### src/rtl/regfile_sb.sv
// Scoreboarded register file: two combinational read ports, one write port,
// and per-register reservation bits with a live count of pending reservations.
module regfile_sb #(
  parameter int DATA_W   = 64,
  parameter int ADDR_W   = 5,
  parameter int ZERO_REG = 31,
  parameter int BYPASS   = 1
) (
  input  logic              clk,
  input  logic              rst,
  input  logic [ADDR_W-1:0] add1,
  input  logic [ADDR_W-1:0] add2,
  output logic [DATA_W-1:0] read_1,
  output logic [DATA_W-1:0] read_2,
  output logic              busy_1,
  output logic              busy_2,
  input  logic              write_en,
  input  logic [ADDR_W-1:0] write_add,
  input  logic [DATA_W-1:0] write_data,
  input  logic              rsv_en,
  input  logic [ADDR_W-1:0] rsv_add,
  output logic [ADDR_W:0]   busy_cnt
);

  localparam int DEPTH = 2**ADDR_W;
  localparam logic [ADDR_W-1:0] ZR = ADDR_W'(ZERO_REG);

  logic [DATA_W-1:0] mem_q [DEPTH];
  logic [DATA_W-1:0] mem_d [DEPTH];
  logic [DEPTH-1:0]  busy_q, busy_d;
  logic [ADDR_W:0]   busy_cnt_q, busy_cnt_d;
  logic              wr_ok, rsv_ok;

  assign wr_ok  = write_en && (write_add != ZR);
  assign rsv_ok = rsv_en && (rsv_add != ZR);

  // Reservation is applied after the write clear so a same-cycle pair ends busy.
  always_comb begin
    mem_d  = mem_q;
    busy_d = busy_q;
    if (wr_ok)  mem_d[write_add] = write_data;
    if (wr_ok)  busy_d[write_add] = 1'b0;
    if (rsv_ok) busy_d[rsv_add] = 1'b1;
    busy_cnt_d = '0;
    for (int i = 0; i < DEPTH; i++)
      busy_cnt_d = busy_cnt_d + {{ADDR_W{1'b0}}, busy_d[i]};
  end

  always_ff @(posedge clk or posedge rst) begin
    if (rst) begin
      for (int i = 0; i < DEPTH; i++) mem_q[i] <= '0;
      busy_q     <= '0;
      busy_cnt_q <= '0;
    end else begin
      for (int i = 0; i < DEPTH; i++) mem_q[i] <= mem_d[i];
      busy_q     <= busy_d;
      busy_cnt_q <= busy_cnt_d;
    end
  end

  // Returns {busy, data}; forwarding a same-cycle write also hides its busy bit.
  function automatic logic [DATA_W:0] rd(input logic [ADDR_W-1:0] a);
    logic [DATA_W:0] r;
    r = '0;
    if (rst || a == ZR)
      r = '0;
    else if ((BYPASS != 0) && wr_ok && (a == write_add))
      r = {1'b0, write_data};
    else
      r = {busy_q[a], mem_q[a]};
    return r;
  endfunction

  assign {busy_1, read_1} = rd(add1);
  assign {busy_2, read_2} = rd(add2);
  assign busy_cnt = busy_cnt_q;

endmodule

### config.mk
export PLATFORM = sky130hd
export DESIGN_NAME = regfile_sb
export DESIGN_NICKNAME = d
export VERILOG_FILES = /design/src/rtl/regfile_sb.sv
export SDC_FILE = /design/constraint.sdc
export NUM_CORES = 2
export LEC_CHECK = 0
export BUFFER_PORTS_ARGS = -buffer_cell sky130_fd_sc_hd__buf_2
export CORE_MARGIN = 5
export CORE_UTILIZATION = 50
export CTS_BUF_LIST = sky130_fd_sc_hd__clkbuf_8
export DETAILED_ROUTE_END_ITERATION = 8
export PLACE_DENSITY = 0.76
export SETUP_SLACK_MARGIN = 0.1
export SLEW_MARGIN = 20
export SYNTH_ARGS = -nofsm -noshare
export SYNTH_HDL_FRONTEND = slang
export SYNTH_SLANG_ARGS = --single-unit
### constraint.sdc
create_clock -name clk -period 87.1 [get_ports clk]
set_input_delay 8.71 -clock clk [delete_from_list [all_inputs] [get_ports clk]]
set_output_delay 8.71 -clock clk [all_outputs]
set_load 0.03 [all_outputs]
==> flow_metrics.env <==
export IMPL_die_h_um=481
export IMPL_timing_max_cap_violations=0
export IMPL_pwr_density_cell_mw_per_mm2=24.8
export IMPL_wl_per_cell_um=33.5
export IMPL_effective_utilization_at_floorplan_pct=50.1
export IMPL_synth_area_leaders="sky130_fd_sc_hd__dfrtp_1, sky130_fd_sc_hd__mux2_2, sky130_fd_sc_hd__mux4_2"
export IMPL_p_int_mw=2.06
export IMPL_worst_path_dominant_cell_family="buffers and inverters"
export IMPL_reg2reg_slack_ps=81530
export IMPL_grt_max_degree=179
export IMPL_worst_hold_slack_ps=396
export IMPL_port_buffer_count=223
export IMPL_netlist_cell_type_count=55
export IMPL_synthesis_nets=7767
export IMPL_ys_top_cells_by_count="sky130_fd_sc_hd__dfrtp_1, sky130_fd_sc_hd__mux2_2, sky130_fd_sc_hd__mux4_2"
export IMPL_period_minus_slack_ps=23080
export IMPL_timing_hold_worst_class="reg -> reg"
export IMPL_rsz0062_at_grt="false"
export IMPL_maximum_vdd_ir_drop_uv=73.6
export IMPL_postSynthAreaPerCell_um2=14.5
export IMPL_total_leakage_power_nw=53.6
export IMPL_arrival_ps=14370
export IMPL_drtIter0Drc=8800
export IMPL_synth_yosys_seq_area_share_pct=47.0
export IMPL_mappedNetlistArea_mm2=0.111
export IMPL_die_x_um=481
export IMPL_final_setup_viol_count=0
export IMPL_cts_buffer_count=354
export IMPL_firstDrtPassIters=5
export IMPL_synth_warning_count=0
export IMPL_viasPerCell=6.97
export IMPL_hold_buffers=0
export IMPL_setup_crit_end_kind="primary output"
export IMPL_crit_slowest_cell="sky130_fd_sc_hd__buf_4"
export IMPL_crit_top_cell="sky130_fd_sc_hd__buf_4"
export IMPL_number_of_enable_type_register_cells_in_the_synthesized_netlist=0
export IMPL_globalplace_congestion=0.879
export IMPL_startpoint_class_of_the_critical_path="input port"
export IMPL_final_hold_violation_count=0
export IMPL_fp_row_count=173
export IMPL_finClkSkew_ps=32.9
export IMPL_critical_path_reg2reg_endpoint="busy_cnt[4]$_DFF_PP0_"
export IMPL_clock_tree_htree_level_count=5
export IMPL_hold_path_end="mem_q[2]$_DFFE_PP0P_"
export IMPL_clk_pin_slew_worst_paths_ps=60
export IMPL_cts_max_path_buffers=4
export IMPL_path_class="in -> out"
export IMPL_cts_setup_buffers=0
export IMPL_cts_root_buffer_cell="sky130_fd_sc_hd__clkbuf_8"
export IMPL_area_added_between_synthesis_and_finish_pct=8.99
export IMPL_worst_hold_startpoint="mem_q[2]$_DFFE_PP0P_"
export IMPL_switching_share_pct=31.3
export IMPL_yosys_register_bits=2086
export IMPL_critPathBufInv=6
export IMPL_detailroute_via_count=75000
export IMPL_clock_latency_ps=1080
export IMPL_cts_tree="yes"
export IMPL_grt_antenna_before_repair=47
export IMPL_worst_r2r_cell_count=17
export IMPL_power_clock_fraction_pct=30.6
export IMPL_global_route_usage_total_pct=30.9
export IMPL_synth_main_ff_cell="sky130_fd_sc_hd__dfrtp_1"
export IMPL_clock_sinks=2086
export IMPL_ys_async_sr_fraction_pct=100
export IMPL_finalNetCount=7607
export IMPL_run_status="finished, final reports clean"
export IMPL_grt_overflow_total=0
export IMPL_drcViolationCount=0
export IMPL_finalSetupTns_ps=0
export IMPL_maxSlewHeadroom_pct=15.5
export IMPL_drt_total_wl_um=361000
export IMPL_synth_cells=7648
export IMPL_clock_fmax_mhz=43.3
export IMPL_yosys_cell_count_top_type="sky130_fd_sc_hd__dfrtp_1"
export IMPL_timing_rr_start="busy_q[21]$_DFF_PP0_"
export IMPL_number_of_gates_given_a_new_drive_strength_after_cts=0
export IMPL_timing_max_transition_violations_final=0
export IMPL_tightestPinTransition_ps=1270
export IMPL_synthDominantCellAreaShare_pct=47.0
export IMPL_power_frac_seq_pct=43.1
export IMPL_core_mm2=0.222
export IMPL_critPathMaxFanout=56
export IMPL_yosysTopAreaCell="sky130_fd_sc_hd__dfrtp_1"
export IMPL_fillerInstances=17700
export IMPL_power_combinational_fraction_pct=26.3
export IMPL_crit_chain="buf_8, buf_4, buf_4, buf_4, buf_4, mux4_2, a211oi_1, o21ai_0, a32o_1, buf_2"
export IMPL_post_route_cells_drive_above_1_share_pct=46.0
export IMPL_critPathRequiredTime_ps=78390
export IMPL_ant_nets=0
export IMPL_io_pin_count=224
export IMPL_hold_path_cell_count=0
export IMPL_grt_first_pass_wirelength_um=530000
export IMPL_final_min_period_over_clock_period_pct=26.5
export IMPL_grt_pass1_vias=77700
export IMPL_die_area_mm2=0.232
export IMPL_crit_path_max_incr_delay_ps=930
export IMPL_p_sw_mw=0.941
export IMPL_place_hpwl_um=193000
state kept, by name, summed over array words and instances (netlist names):
| register | flops |
|---|---|
| busy_cnt | 6 |
| busy_q | 32 |
| mem_q | 2048 |
kinds of logic (layout without fill, tap and decap cells):
group | Yosys count | after routing | share of synthesized area (%)
compound gates | 1002 | 1002 | 6.42
xor+xnor | 13 | 13 | 0.102
simple gates | 338 | 338 | 1.36
flops | 2086 | 2086 | 47.0
buf+inv | 963 | 1064 | 3.91
fa+ha+maj | 31 | 31 | 0.511
mux | 3215 | 3215 | 40.7
other cells | 0 | 38 | 0
layout make-up:
class	instances	area, um^2	share of cell area [%]
flip-flops and latches	2086	52200	43.1
inverters	61	239	0.197
diodes	38	95.1	0.0785
clock buffers	471	6480	5.35
multi-input cells	4599	54900	45.3
clock inverters	146	853	0.705
well taps	2975	3720	3.07
repair buffers	386	2580	2.13
how the worst max path moves through the flow:
stage,slack [ps],cells past startpoint,from,to
floorplan,19000,5,rst,read_1[0]
global placement,64030,10,add1[0],read_1[28]
detailed placement,64030,10,add1[0],read_1[28]
CTS,64030,10,add1[0],read_1[28]
global route,63630,10,add1[0],read_1[28]
finish,64020,10,add1[0],read_1[28]
cells in the final DEF, fill, tap and decap left out, drive strengths merged, types with 3 or more instances in the layout:
cell / n
o2111ai: 3
nand2b: 5
mux4: 852
a32oi: 5
and2: 6
a211oi: 70
clkinv: 34
nand3b: 3
nor2b: 19
xnor2: 10
diode: 38
mux2: 1911
clkinvlp: 7
o22ai: 78
inv: 157
xor2: 3
a22o: 60
o31ai: 3
o21ai: 159
and3: 8
a22oi: 240
nor3: 6
a32o: 83
fa: 24
mux2i: 452
a21oi: 168
bufinv: 9
nor2: 27
dfrtp: 2086
ha: 7
nand2: 203
clkbuf: 473
a2111oi: 14
o221ai: 111
nand3: 54
buf: 384
nor3b: 3
power groups by stage:
stage | clock network [mW] | registers [mW] | logic (mW)
4_1_cts | 0.925 | 1.29 | 0.777
3_3_place_gp | 0 | 1.29 | 0.751
5_1_grt | 0.969 | 1.32 | 0.852
3_5_place_dp | 0 | 1.31 | 0.767
6_report | 0.920 | 1.29 | 0.790
2_1_floorplan | 0 | 1.27 | 0.567
layer usage:
layer	vias to the layer above	GRT usage (%)	wire, um
li1	29300	-	-
met1	39600	40.5	131000
met2	4951	46.7	164000
met3	1201	8.42	42500
met4	6	17.7	22900
met5	-	0	36
through the flow:
stage	cells	setup WS (ps)	power, mW	util (%)	instance area [um^2]
6_report	10800	64020	3.00	54.6	121000
5_1_grt	10800	63630	3.14	54.6	121000
4_1_cts	10700	64030	2.99	54.6	121000
3_5_place_dp	10100	64030	2.07	51.3	114000
3_3_place_gp	10100	64030	2.04	51.3	114000
2_1_floorplan	7648	19000	1.84	-	111000
No activity file was read; power rests on OpenSTA's default activity.
